==> src/rtl/if_fetch_queue.sv <==
// ---------------------------------------------------------------------------
// if_fetch_queue
//
// Instruction-fetch stage with a small decoupling queue between instruction
// memory and decode. Holds the fetch PC, issues one memory request at a time
// over a req/ack/rvalid handshake and buffers each returned instruction
// together with its PC. Decode drains the queue through a valid/ready port.
// A redirect (taken) loads a new fetch PC, empties the queue and discards
// any response that was already in flight.
//
// Ports
//   clk             rising-edge clock for all state
//   reset           synchronous, active-low reset
//   taken           redirect request, overrides everything else that cycle
//   branch_rel      0: target = branch_address, 1: target = branch_pc + offset
//   branch_pc       PC of the redirecting instruction (relative mode)
//   branch_address  absolute target or signed offset (relative mode)
//   imem_req        memory request valid
//   imem_addr       request address, stable while waiting for imem_ack
//   imem_ack        memory accepted the request this cycle
//   imem_rvalid     response valid (one per accepted request, in order)
//   imem_rdata      response instruction
//   out_valid       queue head valid
//   out_ready       decode accepts the head entry
//   out_pc          PC of the head entry
//   out_instruction instruction of the head entry
// ---------------------------------------------------------------------------
module if_fetch_queue #(
    parameter int                ADDR_W   = 32,
    parameter int                INSTR_W  = 32,
    parameter int                DEPTH    = 4,
    parameter logic [ADDR_W-1:0] RESET_PC = '0
) (
    input  logic               clk,
    input  logic               reset,
    input  logic               taken,
    input  logic               branch_rel,
    input  logic [ADDR_W-1:0]  branch_pc,
    input  logic [ADDR_W-1:0]  branch_address,
    output logic               imem_req,
    output logic [ADDR_W-1:0]  imem_addr,
    input  logic               imem_ack,
    input  logic               imem_rvalid,
    input  logic [INSTR_W-1:0] imem_rdata,
    output logic               out_valid,
    input  logic               out_ready,
    output logic [ADDR_W-1:0]  out_pc,
    output logic [INSTR_W-1:0] out_instruction
);

    localparam int STEP  = INSTR_W / 8;
    localparam int PTR_W = (DEPTH > 1) ? $clog2(DEPTH) : 1;
    localparam int CNT_W = PTR_W + 1;

    localparam logic [ADDR_W-1:0] STEP_A     = ADDR_W'(STEP);
    // Clears the byte-offset bits so every target is instruction aligned.
    localparam logic [ADDR_W-1:0] ALIGN_MASK = ~(ADDR_W'(STEP - 1));
    localparam logic [CNT_W-1:0]  DEPTH_C    = CNT_W'(DEPTH);
    localparam logic [PTR_W-1:0]  PTR_ONE    = PTR_W'(1);

    typedef enum logic [1:0] {
        IDLE = 2'd0,   // queue full, no request outstanding
        REQ  = 2'd1,   // request presented, waiting for ack
        WAIT = 2'd2,   // request accepted, waiting for its response
        DROP = 2'd3    // a stale response is still in flight, swallow it
    } state_t;

    state_t              r_state;
    logic [ADDR_W-1:0]   r_fetch_pc;
    logic [ADDR_W-1:0]   r_req_pc;     // PC of the request currently in flight
    logic [PTR_W-1:0]    r_wr_ptr;
    logic [PTR_W-1:0]    r_rd_ptr;
    logic [CNT_W-1:0]    r_count;
    logic [ADDR_W-1:0]   r_mem_pc    [DEPTH];
    logic [INSTR_W-1:0]  r_mem_instr [DEPTH];

    logic                w_accept;
    logic                w_push;
    logic                w_pop;
    logic [CNT_W-1:0]    w_count_next;
    logic [ADDR_W-1:0]   w_target_raw;
    logic [ADDR_W-1:0]   w_target;

    // Redirect target; the relative sum wraps naturally at ADDR_W bits.
    assign w_target_raw = branch_rel ? (branch_pc + branch_address) : branch_address;
    assign w_target     = w_target_raw & ALIGN_MASK;

    assign w_accept = (r_state == REQ) && imem_ack;
    // A redirect cancels the push and pop of its own cycle.
    assign w_push   = (r_state == WAIT) && imem_rvalid && !taken;
    assign w_pop    = (r_count != '0) && out_ready && !taken;

    assign w_count_next = r_count + CNT_W'(w_push) - CNT_W'(w_pop);

    // Control: fetch PC, queue pointers/occupancy and the request FSM.
    always_ff @(posedge clk) begin
        if (!reset) begin
            r_state    <= IDLE;
            r_fetch_pc <= RESET_PC;
            r_req_pc   <= RESET_PC;
            r_wr_ptr   <= '0;
            r_rd_ptr   <= '0;
            r_count    <= '0;
        end else if (taken) begin
            r_fetch_pc <= w_target;
            r_wr_ptr   <= '0;
            r_rd_ptr   <= '0;
            r_count    <= '0;
            // Anything accepted but not yet returned must be swallowed in DROP
            // so it can never be mistaken for a response to the new target.
            case (r_state)
                IDLE:    r_state <= REQ;
                REQ:     r_state <= imem_ack    ? DROP : REQ;
                WAIT:    r_state <= imem_rvalid ? REQ  : DROP;
                DROP:    r_state <= imem_rvalid ? REQ  : DROP;
                default: r_state <= IDLE;
            endcase
        end else begin
            if (w_accept) begin
                r_fetch_pc <= r_fetch_pc + STEP_A;
                r_req_pc   <= r_fetch_pc;
            end
            if (w_push) begin
                r_wr_ptr <= r_wr_ptr + PTR_ONE;
            end
            if (w_pop) begin
                r_rd_ptr <= r_rd_ptr + PTR_ONE;
            end
            r_count <= w_count_next;

            // A request is only issued while a free slot exists, and nothing
            // else can fill that slot before the response arrives, so the
            // push in WAIT can never overflow the queue.
            case (r_state)
                IDLE: begin
                    if (r_count < DEPTH_C) begin
                        r_state <= REQ;
                    end
                end
                REQ: begin
                    if (imem_ack) begin
                        r_state <= WAIT;
                    end
                end
                WAIT: begin
                    if (imem_rvalid) begin
                        r_state <= (w_count_next < DEPTH_C) ? REQ : IDLE;
                    end
                end
                DROP: begin
                    if (imem_rvalid) begin
                        r_state <= REQ;
                    end
                end
                default: r_state <= IDLE;
            endcase
        end
    end

    // Queue storage. Cleared on reset so the head outputs read zero while
    // the queue has never been written.
    always_ff @(posedge clk) begin
        if (!reset) begin
            for (int i = 0; i < DEPTH; i++) begin
                r_mem_pc[i]    <= '0;
                r_mem_instr[i] <= '0;
            end
        end else if (w_push) begin
            r_mem_pc[r_wr_ptr]    <= r_req_pc;
            r_mem_instr[r_wr_ptr] <= imem_rdata;
        end
    end

    // All outputs come straight from registers.
    assign imem_req        = (r_state == REQ);
    assign imem_addr       = r_fetch_pc;
    assign out_valid       = (r_count != '0);
    assign out_pc          = r_mem_pc[r_rd_ptr];
    assign out_instruction = r_mem_instr[r_rd_ptr];

endmodule

==> config.mk <==
export PLATFORM = sky130hd
export DESIGN_NAME = if_fetch_queue
export DESIGN_NICKNAME = d
export VERILOG_FILES = /design/src/rtl/if_fetch_queue.sv
export SDC_FILE = /design/constraint.sdc
export NUM_CORES = 1
export LEC_CHECK = 0
export ABC_AREA = 1
export BUFFER_PORTS_ARGS = -buffer_cell sky130_fd_sc_hd__buf_2
export CAP_MARGIN = 5
export CORE_UTILIZATION = 37
export CTS_BUF_LIST = sky130_fd_sc_hd__clkbuf_4 sky130_fd_sc_hd__clkbuf_8
export DETAILED_ROUTE_END_ITERATION = 8
export PLACE_DENSITY = 0.68
export SLEW_MARGIN = 10
export SYNTH_ARGS = -nofsm -noshare
export SYNTH_HDL_FRONTEND = slang
export SYNTH_SLANG_ARGS = --single-unit
==> constraint.sdc <==
create_clock -name clk -period 6.1 [get_ports clk]
set_clock_uncertainty 0.05 [all_clocks]
set_input_delay 0.305 -clock clk [delete_from_list [all_inputs] [get_ports clk]]
set_output_delay 0.305 -clock clk [all_outputs]
set_load 0.01 [all_outputs]
==> run_results.csv <==
group,metric,value,unit
outcome,outcome,"finished clean",
logic_synthesis,synth_area_leaders,"edfxtp_1, nor2_1, dfxtp_1",
critical_path,critical_path_class,"flip-flop to flip-flop",
cts,cts_inserted_buffers,50,
grt,grt_pass1_wl,76500,µm
critical_path,crit_family,"simple AND/OR/NAND/NOR gates",
route,drc,0,
critical_path,worstPathRequired,6.24,ns
finish,final_nets,2419,
sta,rsz0062_at_grt,"no",
critical_path,cp_max_fo,62,
finish,drive_gt1_share,13.5,%
min_path,hold_class,"input pin to flip-flop",
grt,grt.total_usage,20.9,%
sta,relSlewSlack,24.7,%
critical_path,arrival,3.59,ns
floorplan,die_h,215,µm
finish,area_growth,16.5,%
route,vias_per_cell,5.00,
power_and_ir_drop,leakagePower,8.54,nW
sta,finalCritPeriodShare,56.6,%
logic_synthesis,synthDistinctLibCells,41,
job,drv_cap,0,
place,gp_congestion,0.943,
sta,tns,0,ns
cts,tritoncts,"done",
floorplan,die-area,0.0462,mm²
power_and_ir_drop,vdd_drop_max,0.121,mV
sta,fmax,0.290,GHz
critical_path,critPathSlowestCell,"nand2_4",
route,wl_per_cell,16.7,µm
floorplan,floorplan.initialDensity,37.7,%
cts,htree_levels,2,
power_and_ir_drop,total_power,4.87,mW
logic_synthesis,synth_seq_cells,319,
route,antenna_left,0,
route,first_pass_iters,5,
sta,setup_slack,2.65,ns
sta,hold_violations,0,
place,portBuffers,196,
route,wl,48700,µm
floorplan,core,0.0444,mm²
grt,grt_pass1_vias,14500,
place,hpwl,32400,µm
sta,layout_min_cycle_time,3.45,ns
cts,cts_sinks,319,
logic_synthesis,seq_area_frac_synth,52.9,%
logic_synthesis,syn_inst,2088,
sta,worst_pin_slew,1.13,ns
sta,report.final.slew_viol_count,0,
floorplan,rows,77,
critical_path,cp_num_buf_inv,1,
logic_synthesis,yosys_warnings,0,
grt,grt_max_degree,109,
route,drt_iter0_markers,1117,
sta,setup_viol,0,
grt,grt_overflow,0,
cts,clk_pin_slew_worst_paths,0.06,ns
finish,diodes,0,
logic_synthesis,ys.flop_type,"edfxtp_1",
cts,clk-insertion-delay-late,0.60,ns
logic_synthesis,syn_avg_cell_area,8.03,µm²
floorplan,io_pins,201,
floorplan,fp.dieW,215,µm
logic_synthesis,synthArstFlopShare,0,%
critical_path,cp-start-kind,"flip-flop",
route,num_vias,14600,
finish,utilization,44.0,%
grt,antenna_found_initial,0,
cts,ctsResizeCount,0,
power_and_ir_drop,p_per_area,249,mW/mm²
critical_path,cp_cell_sequence,"inv_1, nor2_1, nand2_1, nor2_4, nand2_2, nand2_4",
logic_synthesis,synth_top_area_share,44.4,%
critical_path,end_kind,"flip-flop",
logic_synthesis,synth.cell_area,0.0168,mm²
logic_synthesis,synth-edff-count,248,
cts,clock-root-buffer,"clkbuf_8",
critical_path,max_stage_delay,1.02,ns
cts,clockBufferDepth,3,
place,dp_slack,2.42,ns
logic_synthesis,synth_top_area_cell,"edfxtp_1",
-- Yosys cell counts (2+ instances only) --
cell      number
buf_4          5
or2_2          2
nand3_1       49
ha_1          33
xnor2_1        4
o21ai_0      219
buf_2          9
a21oi_1       83
edfxtp_1     248
a31oi_1        7
nor2_2         4
and2_1         3
nor3_4         2
nand4_1        2
o21bai_1       2
nor3_1        22
clkbuf_1      82
nor2_1       480
nand3b_1       2
buf_1          2
o22ai_1       62
inv_2          3
xor2_1        26
o211ai_1       3
nand2_1      354
dfxtp_1       71
inv_1        295
-- flip-flops by register name, summed over array words and instances, names as in the netlist, named ones only --
name / flops
imem_addr: 30
r_count: 3
r_mem_instr: 128
r_mem_pc: 120
r_rd_ptr: 2
r_req_pc: 30
r_state: 2
r_wr_ptr: 2
-- logic make-up after synthesis --
group	after synthesis	share of synthesized area (%)
other	1	0.0224
buffers and inverters	397	9.07
DFF	319	52.9
adders and majority gates	34	2.58
AOI/OAI and AO/OA	380	12.0
and+or+nand+nor	927	21.8
xor gates and xnor gates	30	1.57
-- cell type report --
cell class	instances	area, µm²
clock buffer	70	863
sequential	319	8870
timing repair buffer	237	1360
clock inverter	22	141
inverter	299	1120
tap	592	741
fill	4445	24900
multi-input combinational	1375	6420
-- where the power goes --
group / switching, mW / internal [mW]
Clock: 0.847 / 0.961
Combinational: 0.381 / 0.192
Sequential: 0.0612 / 2.42
Total: 1.29 / 3.58
-- layer usage --
metal / vias to the layer above / global-route usage, % / part of all wire (%)
met5: - / 0 / 0
met4: 0 / 7.38 / 3.1
met3: 92 / 4.02 / 7.5
met2: 524 / 35.7 / 47
met1: 6789 / 26.2 / 42
li1: 7156 / - / -
-- placed cells by master (no fill, tap or decap), types with 3 or more instances in the layout --
cell	Yosys	routed
nand2_4	1	3
nor2_2	4	4
xnor2_1	4	4
inv_1	295	293
dlygate4sd3_1	0	30
nor3_1	22	22
xor2_1	26	26
dfxtp_1	71	69
clkinv_1	1	15
o21ai_0	219	218
o22ai_1	62	62
nand2_2	1	5
clkbuf_8	0	54
buf_2	9	196
clkinv_2	0	7
conb_1	1	4
clkbuf_4	0	16
nand3_1	49	49
edfxtp_1	248	248
nor2_1	480	480
inv_2	3	3
a31oi_1	7	7
o211ai_1	3	3
buf_4	5	11
a21oi_1	83	83
nand2_1	354	348
ha_1	33	33
and2_1	3	3
-- timing repair --
| item | in CTS | in global routing |
|---|---|---|
| endpoints found under the hold margin | 32 | 0 |
| buffers inserted | 0 | 0 |
| hold buffers | 30 | 0 |
-- worst reg2reg max path: stages, from the launching register on --
cell and delay (ns):
dfxtp_1 0.34, inv_1 0.06, nor2_1 0.13, nand2_1 0.13
nor2_4 0.52, nand2_2 0.78, nand2_4 1.02
-- path summary, 6_finish.rpt --
path	slack [ns]	end	cells after the start	start
worst max-delay path	2.65	r_mem_pc[0][12]	6	r_state[1]
worst min-delay path	0.006	r_mem_instr[0][9]	3	imem_rdata[9]
worst max register to register	2.65	r_mem_pc[0][12]	6	r_state[1]
worst min register to register	0.42	flip-flop	2	r_rd_ptr[1]
-- per-stage QoR --
stage	cells	hold WS, ns	instance area (µm²)
finish	2914	0.00635	19500
global route	2914	0.00263	19500
CTS	2914	0.0000930	19500
detailed placement	2792	0.408	18200
global placement	2792	0.411	18200
floorplan	2091	0.386	16800
(Power assumes the default switching activity.)
